### src/rtl/mult_shift_add.sv
// mult_shift_add: sequential shift-and-add unsigned multiplier, N iterations per product.
// Includes the carry-lookahead adder used for the per-iteration partial-product add.
module cla_adder #(
    parameter int N = 4
) (
    input  logic [N-1:0] a,
    input  logic [N-1:0] b,
    input  logic         ci,
    output logic [N-1:0] sum,
    output logic         co
);
    logic [N-1:0] g, pr;
    logic [N:0] c;
    logic gg, pp;
    assign g = a & b;
    assign pr = a ^ b;
    // Each carry is a flat sum of products of generate/propagate terms, not a ripple chain.
    always_comb begin
        c = '0;
        gg = 1'b0;
        pp = 1'b0;
        c[0] = ci;
        for (int i = 0; i < N; i++) begin
            gg = g[i];
            pp = pr[i];
            for (int j = i - 1; j >= 0; j--) begin
                gg = gg | (pp & g[j]);
                pp = pp & pr[j];
            end
            c[i+1] = gg | (pp & ci);
        end
    end
    assign sum = pr ^ c[N-1:0];
    assign co = c[N];
endmodule

module mult_shift_add #(
    parameter int N = 4
) (
    input  logic           clock,
    input  logic           reset,
    input  logic           start,
    input  logic [N-1:0]   a,
    input  logic [N-1:0]   b,
    output logic           busy,
    output logic           done,
    output logic [2*N-1:0] p
);
    localparam int CW = $clog2(N + 1);
    typedef enum logic [1:0] {IDLE, RUN, DONE} state_t;
    state_t state, state_nx;
    logic [N-1:0] mcand, mult, acc_hi, add_sum, sum;
    logic [CW-1:0] count;
    logic add_co, c, last;

    cla_adder #(.N(N)) u_add (
        .a  (acc_hi),
        .b  (mcand),
        .ci (1'b0),
        .sum(add_sum),
        .co (add_co)
    );

    assign {c, sum} = mult[0] ? {add_co, add_sum} : {1'b0, acc_hi};
    assign last = count == CW'(N - 1);
    assign busy = state == RUN;
    assign done = state == DONE;

    always_ff @(posedge clock or posedge reset)
        if (reset) state <= IDLE;
        else       state <= state_nx;

    always_comb begin
        state_nx = state;
        if (state == IDLE && start) state_nx = RUN;
        else if (state == RUN && last) state_nx = DONE;
        else if (state == DONE) state_nx = IDLE;
    end

    // The low half of the product shifts into mult as the multiplier bits retire.
    always_ff @(posedge clock or posedge reset) begin
        if (reset) begin
            mcand  <= '0;
            mult   <= '0;
            acc_hi <= '0;
            count  <= '0;
            p      <= '0;
        end else if (state == IDLE && start) begin
            mcand  <= a;
            mult   <= b;
            acc_hi <= '0;
            count  <= '0;
        end else if (state == RUN) begin
            acc_hi <= {c, sum[N-1:1]};
            mult   <= {sum[0], mult[N-1:1]};
            count  <= count + CW'(1);
            if (last) p <= {c, sum, mult[N-1:1]};
        end
    end
endmodule

### config.mk
export PLATFORM = sky130hd
export DESIGN_NAME = mult_shift_add
export DESIGN_NICKNAME = d
export VERILOG_FILES = /design/src/rtl/mult_shift_add.sv
export SDC_FILE = /design/constraint.sdc
export NUM_CORES = 1
export LEC_CHECK = 0
export CORE_MARGIN = 2
export CORE_UTILIZATION = 50
export CTS_BUF_LIST = sky130_fd_sc_hd__clkbuf_8
export DETAILED_ROUTE_END_ITERATION = 16
export DONT_BUFFER_PORTS = 1
export SLEW_MARGIN = 0
export SYNTH_ARGS = -nofsm -noshare
export SYNTH_HDL_FRONTEND = slang
export SYNTH_HIERARCHICAL = 1
export SYNTH_SLANG_ARGS = --single-unit
### constraint.sdc
create_clock -name clock -period 3.53 [get_ports clock]
set_clock_uncertainty 0.15 [all_clocks]
set_input_delay 0.706 -clock clock [delete_from_list [all_inputs] [get_ports clock]]
set_output_delay 0.706 -clock clock [all_outputs]
set_load 0.02 [all_outputs]
==> results of run 1 <==
## routing by layer
layer / routed length [um] / GRT usage
met1: 1050 / 0.261
met2: 894 / 0.259
met3: 69 / 0.0278
met4: 46 / 0.103
met5: 0 / 0
## cell families (layout without fill, tap and decap cells)
family / Yosys count / count (layout)
buf+inv: 13 / 12
other cells: 1 / 2
compound gates: 28 / 28
mux: 10 / 10
flops: 25 / 25
fa+ha+maj: 7 / 7
simple gates: 25 / 25
xor+xnor: 3 / 3
## path summary, 6_finish.rpt
path / start / end / slack (ns)
hold reg to reg: count[2] / count[2] / 0.36
setup reg to reg: acc_hi[2] / p[6] / 1.69
min in group clock: count[2] / count[2] / 0.36
max in group asynchronous: reset / acc_hi[0] / 2.31
setup / recovery: state[0] / busy / 1.19
hold / removal: reset / count[1] / 0.36
## through the flow
| stage | cells | total power [W] |
|---|---|---|
| 2_1_floorplan | 113 | 0.000983 |
| 3_3_place_gp | 136 | 0.00106 |
| 3_5_place_dp | 136 | 0.00108 |
| 4_1_cts | 140 | 0.00126 |
| 5_1_grt | 140 | 0.00136 |
| 6_report | 140 | 0.00124 |
## power breakdown
group	total, W	internal (W)	leakage, nW	switching (W)
combinational	0.000480	0.000232	0.292	0.000248
sequential	0.000582	0.000417	0.312	0.000165
clock	0.000181	0.0000828	0.0261	0.0000984
total	0.00124	0.000732	0.630	0.000511
## registers in the layout (all words and copies together) (netlist names)
| name | cells |
|---|---|
| mult | 4 |
| count | 3 |
| p | 8 |
| acc_hi | 4 |
| mcand | 4 |
| state | 2 |
## placed cells by master, fill, tap and decap left out, types with 2 or more instances in the layout
| cell | instances |
|---|---|
| conb_1 | 2 |
| ha_1 | 6 |
| xnor2_1 | 2 |
| clkbuf_8 | 3 |
| inv_1 | 8 |
| and3b_1 | 3 |
| o21a_1 | 2 |
| a21oi_1 | 4 |
| o21ai_0 | 15 |
| dfrtp_1 | 25 |
| mux2_2 | 6 |
| nand2_1 | 16 |
| mux2i_1 | 4 |
| nor2b_1 | 2 |
| a21o_1 | 3 |
## worst max-delay path, cell delays in order (launching register included)
cell and delay, ns:
dfrtp_1 0.60, or2b_2 0.39, inv_1 0.22
## cell type report
cell class              count  area [um^2]  share of cell area
clock buffers               3         41.3              0.0320
multi-input cells          75          548               0.425
flip-flops and latches     25          626               0.485
clock inverters             1         8.76             0.00680
well taps                  28         35.0              0.0272
inverters                   8         30.0              0.0233
==> run summary, run 1 <==
RUN STATUS
-----------------------------------------------------------------------------------------------------
Run status                                                                                  completed

WORST SETUP PATH
-----------------------------------------------------------------------------------------------------
Worst Setup End Kind                                                                       output pin
Critical path data required time                                                              2.67 ns
Launching element type of the critical path                                                 flip-flop
Endpoint arrival time on the critical path                                                    1.49 ns
Worst setup path class                                                                        reg2out
Register-to-Register Path Depth                                                                     6
Critical path peak fanout                                                                          14

CLOCK TREE
-----------------------------------------------------------------------------------------------------
Hold buffer count at cts                                                                            0
Clock tree root driver cell                                                                  clkbuf_8
Quantity of gates resized following cts                                                             0
TritonCTS clock tree                                                                            built
Clock Latency Late Sink                                                                       0.27 ns
TritonCTS Buffers                                                                                   3
Post-CTS setup buffer count                                                                         0
# H-tree levels                                                                                     1
Maximum clock insertion buffer count                                                                2
Clock edge transition at the registers on the reported setup and hold paths                   0.09 ns
Clock sinks                                                                                        25

RUN
-----------------------------------------------------------------------------------------------------
Max-cap violations                                                                                  0

SYNTH
-----------------------------------------------------------------------------------------------------
Synthesized instance count                                                                        112
Most frequently used flop master after synthesis                                              dfrtp_1
Fraction of post-synthesis cell area in the top cell type by area                               0.510
Post-synthesis area per instance                                                            11.0 um^2
Share of synthesized registers carrying an async set or reset                                    1.00
Seq/Total Area, Yosys                                                                           0.510
Post-synthesis share of cell area spent on and, or, nand and nor gates                          0.118
Number of synthesis warnings                                                                        6
Top post-synthesis cells by area                                                         dfrtp_1 (51%), ha_1 (6.1%), o21ai_0 (6.1%), mux2_2 (5.5%), nand2_1 (4.9%)
Mux cell area share after synthesis                                                            0.0877
Yosys top cell by area                                                                        dfrtp_1
Top post-synthesis cells by count                                                        dfrtp_1 (25), nand2_1 (16), o21ai_0 (15)
Count of flip-flops with a built-in enable after synthesis                                          0
Cell area after synthesis                                                                   1230 um^2
Xor/xnor share of the synthesized area                                                         0.0214
Flop and latch count out of synthesis                                                              25
Most common cell in the netlist                                                               dfrtp_1
Post-synthesis share of cell area spent on full adders, half adders and majority gates         0.0775
Compound-gate portion of the synthesized area                                                   0.136
Number of distinct library cell variants in the gate-level netlist after synthesis                 27
Largest family of logic cells by synthesized area                                        compound AO/OA/AOI/OAI gates

GLOBAL ROUTE
-----------------------------------------------------------------------------------------------------
Via count of the first global-routing pass                                                        786
Largest net degree at the start of global routing                                                  26
Aggregate global-route resource usage                                                           0.181
Wire length of the first global-routing pass                                                  3.61 mm
Antenna violations before repair                                                                    0
Global route overflow                                                                               0

FLOORPLAN
-----------------------------------------------------------------------------------------------------
Starting density of the core                                                                    0.539
Die outline height                                                                            53.5 um
Rows                                                                                               17
Width of the chip                                                                             53.5 um
Die area                                                                                    2870 um^2
Area of the core                                                                            2280 um^2
Number of top-level design ports                                                                   21

STA
-----------------------------------------------------------------------------------------------------
Min Clock Period, post-route                                                                  2.34 ns
Count of final hold-check violations                                                                0
Slew headroom                                                                                   0.387
RSZ-0062 raised after global routing                                                            false
Smallest setup slack after layout                                                             1.19 ns
Final slew viol count                                                                               0
Final setup fails                                                                                   0
Final clock period utilization by the worst path                                                0.664
Transition time at the pin with the least slew margin                                        0.919 ns
Worst hold slack after final layout                                                          0.363 ns
Setup TNS Final                                                                                  0 ns
Highest Clock Rate                                                                            427 MHz

PLACEMENT
-----------------------------------------------------------------------------------------------------
Worst-case setup slack after placement                                                        1.50 ns
Estimated wirelength of the detail-placed design                                              1.54 mm
GPL Wtd Cong                                                                                    0.720
Count of input and output buffers                                                                   0
Total placed instance area                                                                  1240 um^2

DETAILED ROUTING
-----------------------------------------------------------------------------------------------------
Total Routed Length                                                                           2.06 mm
Number of nets with antenna violations after detailed routing                                       0
DRC                                                                                                 0
Detailed-routing iteration count for the pre-antenna-repair pass                                    4
Total via count after detailed routing                                                            765
Drt first-iter violations                                                                          12
Per-cell routed wire length                                                                   14.7 um
Routed via count divided by cell count                                                           5.46

PWR
-----------------------------------------------------------------------------------------------------
Worst vdd ir                                                                                   486 uV
Power per standard cell area                                                              965 nW/um^2
Cell leakage power                                                                           0.630 nW

LAYOUT
-----------------------------------------------------------------------------------------------------
Fraction of layout cells with a size suffix above 1                                             0.116
Utilization after layout                                                                        0.566
Filler Cell Count                                                                                 194
Final standard cell area without fillers                                                    1290 um^2
Growth of design area from synthesis to finish                                                  5.00%
# diodes                                                                                            0
Net count reported at finish                                                                      131

WORST HOLD PATH
-----------------------------------------------------------------------------------------------------
Class of the tightest hold or removal check                                                  in2async

Note: power is estimated with default switching activity, not from simulation.
==> run 2, diff against run 1 <==
clock period = 2.2 ns   (was 3.53 ns; I/O delays follow)
==> run 2 against run 1 <==
Compared with the run above: via count grew 3.1%; die area unchanged; largest power group unchanged; critical endpoint unchanged; worst hold slack worse by 0.20 ns; register-to-register slack worse by 1.3 ns; highest routed layer unchanged; wire length grew 1.7%; combinational power is 74% higher; critical path depth stayed put; global-route usage is 0.74 points lower; setup slack worse by 0.96 ns.
==> run summary, run 2 (synthesized netlist as in run 1, its figures left out) <==
DETAILED ROUTING
------------------------------------------------------------------------------------------
Per-cell routed wire length                                                        14.6 um
Total via count after detailed routing                                                 789
Number of nets with antenna violations after detailed routing                            0
Drt first-iter violations                                                                9
Routed via count divided by cell count                                                5.48
Detailed-routing iteration count for the pre-antenna-repair pass                         4
Total Routed Length                                                                2.10 mm
DRC                                                                                      0

CLOCK TREE
------------------------------------------------------------------------------------------
Maximum clock insertion buffer count                                                     2
Quantity of gates resized following cts                                                  0
Clock tree root driver cell                                                       clkbuf_8
TritonCTS Buffers                                                                        3
Clock edge transition at the registers on the reported setup and hold paths        0.09 ns
Hold buffer count at cts                                                                 1
Clock sinks                                                                             25
Post-CTS setup buffer count                                                              0
Clock Latency Late Sink                                                            0.27 ns
# H-tree levels                                                                          1
TritonCTS clock tree                                                                 built

GLOBAL ROUTE
------------------------------------------------------------------------------------------
Largest net degree at the start of global routing                                       26
Wire length of the first global-routing pass                                       3.46 mm
Met3 track utilization from global routing                                          0.0611
Most utilized layer in the global route result                                        met2
Met1 global-route usage                                                              0.226
Via count of the first global-routing pass                                             782
Antenna violations before repair                                                         0
Fraction of met2 tracks used by global routing                                       0.247
Global route overflow                                                                    0
Aggregate global-route resource usage                                                0.174

LAYOUT
------------------------------------------------------------------------------------------
Commonest cells after routing, fill and taps aside                            dfrtp_1 (25), nand2_1 (16), o21ai_0 (15)
Most common library cell in the layout ignoring fill and taps                      dfrtp_1
Biggest register                                                                         p
Non-filler cells, final                                                                144
Fraction of layout cells with a size suffix above 1                                  0.138
Net count reported at finish                                                           135
Filler Cell Count                                                                      193
Number of flip-flops in the largest register                                             8
# diodes                                                                                 0
Growth of design area from synthesis to finish                                       7.34%

RUN STATUS
------------------------------------------------------------------------------------------
Run status                                                                       completed

WORST SETUP PATH
------------------------------------------------------------------------------------------
Slowest cell on the critical path                                                  dfrtp_1
Cells along the critical path                                                 or2b_2, inv_1
Worst Setup End Kind                                                            output pin
Worst setup path class                                                             reg2out
Highest cell delay on the worst timing path                                        0.48 ns
Critical path data required time                                                   1.61 ns
Critical path peak fanout                                                               10
Launching element type of the critical path                                      flip-flop
Endpoint arrival time on the critical path                                         1.38 ns

STA
------------------------------------------------------------------------------------------
Final clock period utilization by the worst path                                     0.895
Final slew viol count                                                                    0
Highest Clock Rate                                                                 508 MHz
Count of final hold-check violations                                                     0
Setup TNS Final                                                                       0 ns
RSZ-0062 raised after global routing                                                 false
Min Clock Period, post-route                                                       1.97 ns
Final setup fails                                                                        0

FLOORPLAN
------------------------------------------------------------------------------------------
Area of the core                                                                 2280 um^2
Die area                                                                         2870 um^2
Rows                                                                                    17
Starting density of the core                                                         0.539
Die outline height                                                                 53.5 um
Number of top-level design ports                                                        21
Width of the chip                                                                  53.5 um

PLACEMENT
------------------------------------------------------------------------------------------
GPL Wtd Cong                                                                         0.705
Count of input and output buffers                                                        0
Number of placed instances with taps included                                          139
Estimated wirelength of the detail-placed design                                   1.55 mm

RUN
------------------------------------------------------------------------------------------
Max-cap violations                                                                       0

PWR
------------------------------------------------------------------------------------------
Power per standard cell area                                                  1530 nW/um^2
Cell leakage power                                                                0.647 nW
Worst vdd ir                                                                        785 uV

WORST HOLD PATH
------------------------------------------------------------------------------------------
Class of the tightest hold or removal check                                         in2reg

[run 2: layout make-up]
cell class | count | area, um^2 | share of cell area
multi-input cells | 75 | 548 | 0.416
inverters | 8 | 30.0 | 0.0228
clock buffers | 3 | 41.3 | 0.0313
flip-flops and latches | 25 | 626 | 0.475
repair buffers | 4 | 32.5 | 0.0247
clock inverters | 1 | 5.00 | 0.00380
well taps | 28 | 35.0 | 0.0266
[run 2: worst max-delay path: cells and delay by family, from the launching register on]
| family | cells | cell delay (ns) |
|---|---|---|
| buffers and inverters | 1 | 0.24 |
| DFF | 1 | 0.48 |
| and+or+nand+nor | 1 | 0.39 |
[run 2: final timing paths]
| kind | from | end | slack, ns | cells past startpoint |
|---|---|---|---|---|
| hold / removal | a[0] | mcand[0] | 0.17 | 1 |
| hold reg to reg | count[2] | count[2] | 0.34 | 2 |
| max in group asynchronous | reset | mcand[0] | 1.15 | 3 |
| setup / recovery | state[1] | busy | 0.23 | 2 |
| setup reg to reg | acc_hi[2] | acc_hi[2] | 0.38 | 6 |
| min in group asynchronous | reset | count[0] | 0.51 | 3 |
[run 2: per-layer routing]
layer  vias to the layer above  part of all wire
li1                        385                 -
met1                       384              0.48
met2                        15              0.45
met3                         5             0.047
met4                         0             0.017
met5                         -                 0
[run 2: power by group]
group	switching [W]	internal (W)
Combinational	0.000431	0.000401
Clock	0.000145	0.000127
Sequential	0.000237	0.000669
Total	0.000813	0.00120
[run 2: per-stage QoR]
| stage | total power, W | worst slack (ns) | hold slack (ns) | util | instance area [um^2] |
|---|---|---|---|---|---|
| 2_1_floorplan | 0.00158 | 0.504 | 0.300 | - | 1230 |
| 3_3_place_gp | 0.00172 | 0.462 | 0.250 | 0.554 | 1260 |
| 3_5_place_dp | 0.00176 | 0.392 | 0.253 | 0.554 | 1260 |
| 4_1_cts | 0.00204 | 0.222 | 0.161 | 0.579 | 1320 |
| 5_1_grt | 0.00219 | 0.130 | 0.155 | 0.579 | 1320 |
| 6_report | 0.00201 | 0.232 | 0.167 | 0.579 | 1320 |
==> run 3, diff against run 2 <==
PLACE_DENSITY = 0.68   (was not set)
clock period = 1.7 ns   (was 2.2 ns; I/O delays follow)
==> run 3 against run 2 <==
Compared with the run above: the run now ends with negative setup slack left; critical endpoint is now acc_hi[2]; critical path type is now reg2reg; global-route usage rose by 0.48 points; die area did not move; cell count rose by 4.2%; non-clock buffer count rose by 6; worst hold slack got worse by 0.099 ns.
==> run summary, run 3 (synthesized netlist as in run 1, its figures left out) <==
GLOBAL ROUTE
------------------------------------------------------------------------------------------
Global route overflow                                                                    0
Antenna violations before repair                                                         0
Largest net degree at the start of global routing                                       26
Wire length of the first global-routing pass                                       3.63 mm
Aggregate global-route resource usage                                                0.179
Via count of the first global-routing pass                                             836

LAYOUT
------------------------------------------------------------------------------------------
Fraction of layout cells with a size suffix above 1                                  0.213
Net count reported at finish                                                           141
Non-filler cells, final                                                                150
Number of flip-flops in the largest register                                             8
Most common library cell in the layout ignoring fill and taps                      dfrtp_1
# diodes                                                                                 0
Commonest cells after routing, fill and taps aside                            dfrtp_1 (25), nand2_1 (15), o21ai_0 (11)
Growth of design area from synthesis to finish                                       13.1%
Utilization after layout                                                             0.610
Biggest register                                                                         p
Filler Cell Count                                                                      179

STA
------------------------------------------------------------------------------------------
Final clock period utilization by the worst path                                      1.03
Count of final hold-check violations                                                     0
Min Clock Period, post-route                                                       1.76 ns
Final setup fails                                                                        2
Highest Clock Rate                                                                 570 MHz
Smallest setup slack after layout                                               -0.0554 ns
Final slew viol count                                                                    0
RSZ-0062 raised after global routing                                                  true
Setup TNS Final                                                                 -0.0920 ns

WORST SETUP PATH
------------------------------------------------------------------------------------------
Highest cell delay on the worst timing path                                        0.43 ns
Slowest cell on the critical path                                                  dfrtp_1
Worst Setup End Kind                                                             flip-flop
Buf/Inv on CP                                                                            0
Critical path data required time                                                   1.71 ns
Launching element type of the critical path                                      flip-flop
Worst setup path class                                                             reg2reg
Critical path peak fanout                                                                2
Crit path max-delay family                                                    compound AO/OA/AOI/OAI gates
Endpoint arrival time on the critical path                                         1.76 ns
Cells along the critical path                                                 ha_4, a21o_1, a31o_1, xor2_1, mux2i_1, o21ai_1
FF-to-FF setup slack                                                              -0.06 ns

RUN STATUS
------------------------------------------------------------------------------------------
Violated checks                                                               negative setup slack
Run status                                                                    finished, violations left

PWR
------------------------------------------------------------------------------------------
Worst vdd ir                                                                       1090 uV
Power per standard cell area                                                  2000 nW/um^2
Cell leakage power                                                                0.668 nW
Overall power after layout                                                       0.00278 W

DETAILED ROUTING
------------------------------------------------------------------------------------------
Total Routed Length                                                                2.19 mm
DRC                                                                                      0
Per-cell routed wire length                                                        14.6 um
Drt first-iter violations                                                                6
Detailed-routing iteration count for the pre-antenna-repair pass                         4
Total via count after detailed routing                                                 827
Number of nets with antenna violations after detailed routing                            0
Routed via count divided by cell count                                                5.51

PLACEMENT
------------------------------------------------------------------------------------------
Estimated wirelength of the detail-placed design                                   1.55 mm
Number of placed instances with taps included                                          143
Worst-case setup slack after placement                                          -0.0500 ns
Count of input and output buffers                                                        0
GPL Wtd Cong                                                                         0.781

CLOCK TREE
------------------------------------------------------------------------------------------
Maximum clock insertion buffer count                                                     2
TritonCTS Buffers                                                                        3
Clock tree root driver cell                                                       clkbuf_8
Clock sinks                                                                             25
Clock Latency Late Sink                                                            0.27 ns
# H-tree levels                                                                          1
TritonCTS clock tree                                                                 built
Clock edge transition at the registers on the reported setup and hold paths        0.09 ns

FLOORPLAN
------------------------------------------------------------------------------------------
Width of the chip                                                                  53.5 um
Number of top-level design ports                                                        21
Rows                                                                                    17
Starting density of the core                                                         0.539
Area of the core                                                                 2280 um^2
Die outline height                                                                 53.5 um
Die area                                                                         2870 um^2

RUN
------------------------------------------------------------------------------------------
Max-cap violations                                                                       0

WORST HOLD PATH
------------------------------------------------------------------------------------------
Class of the tightest hold or removal check                                         in2reg

-- run 3: changes by cell type in the layout (fill, tap and decap cells not counted), moves of 2 or more --
cell,previous run,this run
buf_4,3,9
o21ai_0,15,11
o21ai_1,0,4
clkinvlp_4,0,2
-- run 3: worst paths after layout --
kind | endpoint | cells past startpoint | start
worst max-delay path | acc_hi[2] | 6 | acc_hi[2]
worst min-delay path | mcand[2] | 1 | a[2]
worst max register to register | acc_hi[2] | 6 | acc_hi[2]
worst min register to register | count[2] | 2 | count[2]
max in group asynchronous | mcand[3] | 3 | reset
min in group asynchronous | count[2] | 3 | reset
-- run 3: layout make-up --
type / count / area, um^2 / area share
clock inverter: 1 / 7.51 / 0.00541
multi-input combinational: 75 / 568 / 0.409
inverter: 8 / 33.8 / 0.0243
sequential: 25 / 626 / 0.450
timing repair buffer: 10 / 77.6 / 0.0559
tap: 28 / 35.0 / 0.0252
clock buffer: 3 / 41.3 / 0.0297
-- run 3: stage by stage --
stage,instance area [um^2],hold slack (ns)
after floorplan,1230,0.217
after global placement,1290,0.148
after detailed placement,1290,0.154
final,1390,0.0672
after CTS,1360,0.0673
after global routing,1390,0.0570
-- run 3: report_power, final --
| part | internal (W) | switching [W] | leakage, nW |
|---|---|---|---|
| Clock | 0.000166 | 0.000193 | 0.0217 |
| Sequential | 0.000866 | 0.000315 | 0.312 |
| Combinational | 0.000626 | 0.000613 | 0.334 |
-- run 3: layer usage --
| layer | GRT usage | up-vias | share of wire |
|---|---|---|---|
| met5 | 0 | - | 0 |
| met3 | 0.0417 | 2 | 0.034 |
| met4 | 0.0513 | 0 | 0.0041 |
| met2 | 0.296 | 12 | 0.49 |
| met1 | 0.234 | 416 | 0.47 |
| li1 | - | 397 | - |
-- run 3: what timing repair did --
action	4_1_cts	5_1_grt
hold buffers	1	0
setup buffers	0	2
gates resized for setup	3	6
pin swaps	1	2
setup endpoints to repair	4	10
endpoints found under the hold margin	25	0
